### config.mk
export PLATFORM = sky130hd
export DESIGN_NAME = l2p_toggle_receiver
export DESIGN_NICKNAME = d
export VERILOG_FILES = /design/src/rtl/l2p_toggle_receiver.sv
export SDC_FILE = /design/constraint.sdc
export NUM_CORES = 1
export LEC_CHECK = 0
export ABC_AREA = 1
export CORE_AREA = 2 2 39 41
export CTS_CLUSTER_SIZE = 40
export DETAILED_ROUTE_END_ITERATION = 8
export DIE_AREA = 0 0 41 43
export DONT_BUFFER_PORTS = 1
export SYNTH_ARGS = -nofsm -noshare
export SYNTH_HDL_FRONTEND = slang
export SYNTH_SLANG_ARGS = --single-unit
### constraint.sdc
create_clock -name clk1 -period 2.9 [get_ports clk1]
set_clock_uncertainty 0.2 [all_clocks]
set_input_delay 0.58 -clock clk1 [delete_from_list [all_inputs] [get_ports clk1]]
set_output_delay 0.58 -clock clk1 [all_outputs]
set_load 0.03 [all_outputs]
### src/rtl/l2p_toggle_receiver.sv
// Destination end of a pulse-to-level toggle crossing: sync, edge detect, pending-event counter.
// Optional level echo for source-side flow control when L2P_TOGGLE_ACK_EN is defined.
module l2p_toggle_receiver #(
    parameter int SYNC_STAGES = 2,
    parameter int CNT_W       = 4
) (
    input  logic             clk1,
    input  logic             reset,
    input  logic             tgl_in,
    input  logic             evt_ready,
    input  logic             ovf_clr,
    output logic             evt_pulse,
    output logic             evt_valid,
    output logic [CNT_W-1:0] pend_cnt,
    output logic             ovf,
    output logic             ack_out
);

    localparam logic [CNT_W-1:0] CNT_MAX = '1;
    localparam logic [CNT_W-1:0] CNT_ONE = CNT_W'(1);

    logic [SYNC_STAGES-1:0] sync_q;
    logic                   s_lvl;
    logic                   s_prev;
    logic                   edge_det;
    logic                   full;
    logic                   dec;
    logic                   ovf_set;
    logic [CNT_W-1:0]       cnt_nxt;

    // Plain flop chain; no logic between stages.
    always_ff @(posedge clk1 or posedge reset) begin
        if (reset) begin
            sync_q <= '0;
        end else begin
            sync_q <= {sync_q[SYNC_STAGES-2:0], tgl_in};
        end
    end

    assign s_lvl    = sync_q[SYNC_STAGES-1];
    assign edge_det = s_lvl ^ s_prev;

    always_ff @(posedge clk1 or posedge reset) begin
        if (reset) begin
            s_prev    <= 1'b0;
            evt_pulse <= 1'b0;
        end else begin
            s_prev    <= s_lvl;
            evt_pulse <= edge_det;
        end
    end

    assign evt_valid = (pend_cnt != '0);
    assign full      = (pend_cnt == CNT_MAX);
    assign dec       = evt_valid && evt_ready;

    // A simultaneous arrival and acceptance cancel, even when saturated.
    always_comb begin
        cnt_nxt = pend_cnt;
        ovf_set = 1'b0;
        unique case (1'b1)
            evt_pulse && dec: cnt_nxt = pend_cnt;
            evt_pulse && !dec && !full: cnt_nxt = pend_cnt + CNT_ONE;
            evt_pulse && !dec && full: ovf_set = 1'b1;
            !evt_pulse && dec: cnt_nxt = pend_cnt - CNT_ONE;
            default: cnt_nxt = pend_cnt;
        endcase
    end

    always_ff @(posedge clk1 or posedge reset) begin
        if (reset) begin
            pend_cnt <= '0;
        end else begin
            pend_cnt <= cnt_nxt;
        end
    end

    always_ff @(posedge clk1 or posedge reset) begin
        if (reset) begin
            ovf <= 1'b0;
        end else if (ovf_set) begin
            ovf <= 1'b1;
        end else if (ovf_clr) begin
            ovf <= 1'b0;
        end
    end

`ifdef L2P_TOGGLE_ACK_EN
    assign ack_out = s_prev;
`else
    assign ack_out = 1'b0;
`endif

endmodule

# After elaboration in Yosys (flattened, before gate mapping)
# Index checks and enable logic that the tools add are counted.
# totals
regBits	9
in_bits	5
out_inout_bits	8
elab_cells	24
# classes
add_sub_neg	2
eq_ne	1
muxes	4
bitwise_logic	1
reduce_logical	11
# ops
op	n
case mux 4 bit (2 select lines)	1
logical AND 1 bit	5
adder 4 x 1 -> 4 bit, second input constant	1
== test 4 bit, second input constant	1
nonzero test 2 bit	2
nonzero test 4 bit	1
subtractor 4 x 1 -> 4 bit, second input constant	1
logical NOT 1 bit	3
2-to-1 mux 1 bit	3
bitwise XOR 1 bit	1

# Longest topological paths before layout
# depth
ltp_word	7
mapped_depth	11
depth_no_buf	11

# Least setup slack after synthesis
# OpenSTA, ideal clock, no wires.
# synth_timing
path_kind	register to register
startpoint	reg pend_cnt[0]
endpoint	reg pend_cnt[3]
setup_ns	0.118
arrival_ns	1.778
required_ns	2.582
slack_ns	0.804
stages_incl_launch_ff	11
n_path_buf	0
period_less_slack_ns	2.096
path_cell_list	dfrtp_1 -> nor2_2 -> nand2_2 -> nand2_4 -> nor2_2 -> ha_1 -> nand3_1 -> nand3_1 -> nand3b_1 -> nand3_1 -> nand2_1
# synth_via
elab_chain_len	6
elab_cells_between_ends	12
classes_between	add/sub (2); eq/ne (1); mux (1); reduce/logical (8)
# synth_rtl
item	line_no	source
start: declaration	14	output logic [CNT_W-1:0] pend_cnt,
start signal: assignment	74	pend_cnt <= cnt_nxt;
nonzero test 4 bit *	53	assign evt_valid = (pend_cnt != '0);
named net evt_valid	13	output logic evt_valid,
logical AND 1 bit *	55	assign dec = evt_valid && evt_ready;
logical NOT 1 bit	63	evt_pulse && !dec && !full: cnt_nxt = pend_cnt + CNT_ONE;
logical AND 1 bit (2 in series)	63	
case mux 4 bit (2 select lines) or nonzero test 2 bit (tied branches)	--	
# The timed path passes the listed nets; every way through them passes the cells marked *.
# A chain may end at the register's enable or synchronous reset.

# Worst setup path in the final report
# layout_timing
startpoint	reg pend_cnt[2]
endpoint	reg pend_cnt[3]
# Same word-level chain as after synthesis.

==> out/qor.txt <==
Ratio of cells with drive above 1 in the final layout: 24.6%
Vias in the first global route: 333
Die X: 41 um
Clock root cell: clkbuf_4
Count of pins over their slew limit: 0
Min-Delay Path Class: flop to flop
CP Capture Type: flop
Max_cap viols: 0
Combinational power share: 48.3%
First-pass GRT wire length: 1.27 mm
CP Data Arrival Time: 2.17 ns
Post-place setup slack: 0.654 ns
RR Startpoint: pend_cnt[2]
Finish-stage setup viols: 0
Setup tns final: 0 ns
Post-synth top area cell: dfrtp_1
Top cell type's share of synthesized area: 44.7%
Core Region: 1380 um2
Post-CTS Hold Fix Bufs: 1
H-tree lvl count: 1
Clk Latency, worst-skew pair: 0.26 ns
Buffers on Ports: 0
Maximum clock frequency: 449 MHz
Worst Path Required: 2.85 ns
DRT antenna net count: 0
Crit path time final: 2.23 ns
Yosys reg bits: 9
Met3 Use GR: 1.57%
Post-CTS sizing: 0
CTS max path bufs: 2
# diodes: 0
Max VDD drop: 343 uV
Synth Flop Type: dfrtp_1
Seq pwr share: 36.2%
Num CTS Buffers: 3
Synth top cells by count: nand2_1, dfrtp_1, inv_1, nand3_1
Worst setup margin: 0.674 ns
Power per cell area: 1070 nW/um2
Count leader, synth: nand2_1
Tcrit/Tclk final: 76.7%
CTS tree: done
Met1 usage: 12.5%
Critical Path Start: pend_cnt[2]
FF-to-FF setup slack: 0.67 ns
Internal power: 0.314 mW
Post-CTS Setup Repair Bufs: 0
Top cells by area, synth: dfrtp_1, nand2_1, inv_1, nand2_4, nand3_1
DP Wirelength: 676 um
Clk pwr share: 15.6%
Post-Syn Instances: 55
M2 GR Usage: 17.2%
R2R depth: 10
Ports: 13
Antenna violations before repair: 0
Die Span Y: 43 um
CP Launch Type: flop
Crit path max fanout: 5
Number of DRC markers in iteration 0: 2
Status: finished clean
DRC Markers: 0
Syn nets: 63
Clk sinks: 9
Row count: 14
Number of synthesized flops with an enable pin: 0
Layout area overhead: 12.7%
WS Path Type: flop to flop
Routability congestion estimate: 0.789
Switching power: 0.292 mW
Unique masters post-synth: 18
WL/cell: 10.8 um
Drt first pass iters: 4
YS warnings: 0
Final WL: 831 um
Clk slew on worst S/H paths: 0.06 ns
Initial Util: 36.4%
Leak: 0.290 nW
Sequential fraction of the synthesis area: 44.7%
Endpoints failing hold: 0
Vias/cell: 4.70
Nets@finish: 70
Tot Pwr: 0.607 mW
Global Route Usage Sum: 11.2%
Die footprint: 1760 um2
Async SR Flop Fraction: 100%
Syn_area_per_cell: 9.17 um2
Grt ovf: 0
RSZ-0062 raised after global routing: false
Net Sw Frac: 48.2%
Last element of the critical path: pend_cnt[3]
Routed via count: 362
Largest net degree at the start of global routing: 10
FF-to-FF End: pend_cnt[3]
Gr busiest metal: met2
Synthesized area: 504 um2
==> kinds of logic (layout without fill, tap and decap cells) <==
logic type	Yosys count	after routing	synth area share, %
AO/OA/AOI/OAI	1	1	1.24
XOR/XNOR	2	2	3.47
adder cells (fa/ha/maj)	3	3	8.93
buffers and inverters	12	18	9.68
flip-flops	9	9	44.7
other	1	1	0.744
AND/OR/NAND/NOR	27	27	31.3
==> power groups by stage <==
stage,clock network (mW),logic [mW],registers [mW]
6_report,0.0945,0.293,0.219
5_1_grt,0.109,0.330,0.225
4_1_cts,0.0984,0.296,0.220
3_5_place_dp,0,0.295,0.222
3_3_place_gp,0,0.286,0.221
2_1_floorplan,0,0.192,0.260
==> metal layers <==
metal / vias up / share of wire, %
li1: 180 / -
met1: 173 / 45
met2: 7 / 50
met5: - / 0
met3: 2 / 3.2
met4: 0 / 1.8
==> worst min-delay path by stage <==
stage | to | slack, ns | start | cells past startpoint
after floorplan | sync_q[1] | 0.13 | sync_q[0] | 0
after global placement | sync_q[1] | 0.14 | sync_q[0] | 0
after detailed placement | sync_q[1] | 0.14 | sync_q[0] | 0
after CTS | sync_q[0] | 0.14 | tgl_in | 0
after global routing | sync_q[0] | 0.13 | tgl_in | 0
final | sync_q[1] | 0.15 | sync_q[0] | 0
==> stage by stage <==
step           util (%)  hold WS [ns]  cell area [um2]  cells
4_1_cts            41.0         0.143              568     77
6_report           41.0         0.147              568     77
2_1_floorplan         -         0.131              504     55
3_5_place_dp       38.4         0.136              532     72
5_1_grt            41.0         0.133              568     77
3_3_place_gp       38.4         0.139              532     72
==> placed cells by master (no fill, tap or decap) <==
cell / count
fa_1: 1
dlygate4sd3_1: 1
clkbuf_1: 1
clkbuf_4: 3
inv_2: 2
nand2_2: 1
conb_1: 1
xor2_1: 1
xnor2_1: 1
nand3b_1: 1
nand4_1: 2
nor2_4: 1
dfrtp_1: 9
nand2_4: 3
inv_1: 9
nor2_2: 3
buf_4: 2
o22ai_1: 1
nand2_1: 10
nand3_1: 6
ha_1: 2
==> cell type report <==
class	instances	area, um2
Fill cell	144	816
Multi-Input combinational cell	34	230
Sequential cell	9	225
Inverter	11	41.3
Clock buffer	4	26.3
Timing Repair Buffer	3	25.0
Tap cell	16	20.0
==> sequential cells by signal, summed over array words and instances (netlist names) <==
name / cells
pend_cnt: 4
ovf: 1
sync_q: 2
evt_pulse: 1
s_prev: 1
==> critical path: stages (launching register included) <==
cell	delay, ns
dfrtp_1	0.59
nor2_2	0.07
nand2_2	0.20
nand2_4	0.08
nor2_2	0.15
ha_1	0.30
nand3_1	0.10
nand3_1	0.09
nand3b_1	0.19
nand3_1	0.09
nand2_1	0.06
Note: power is estimated with default switching activity, not from simulation.
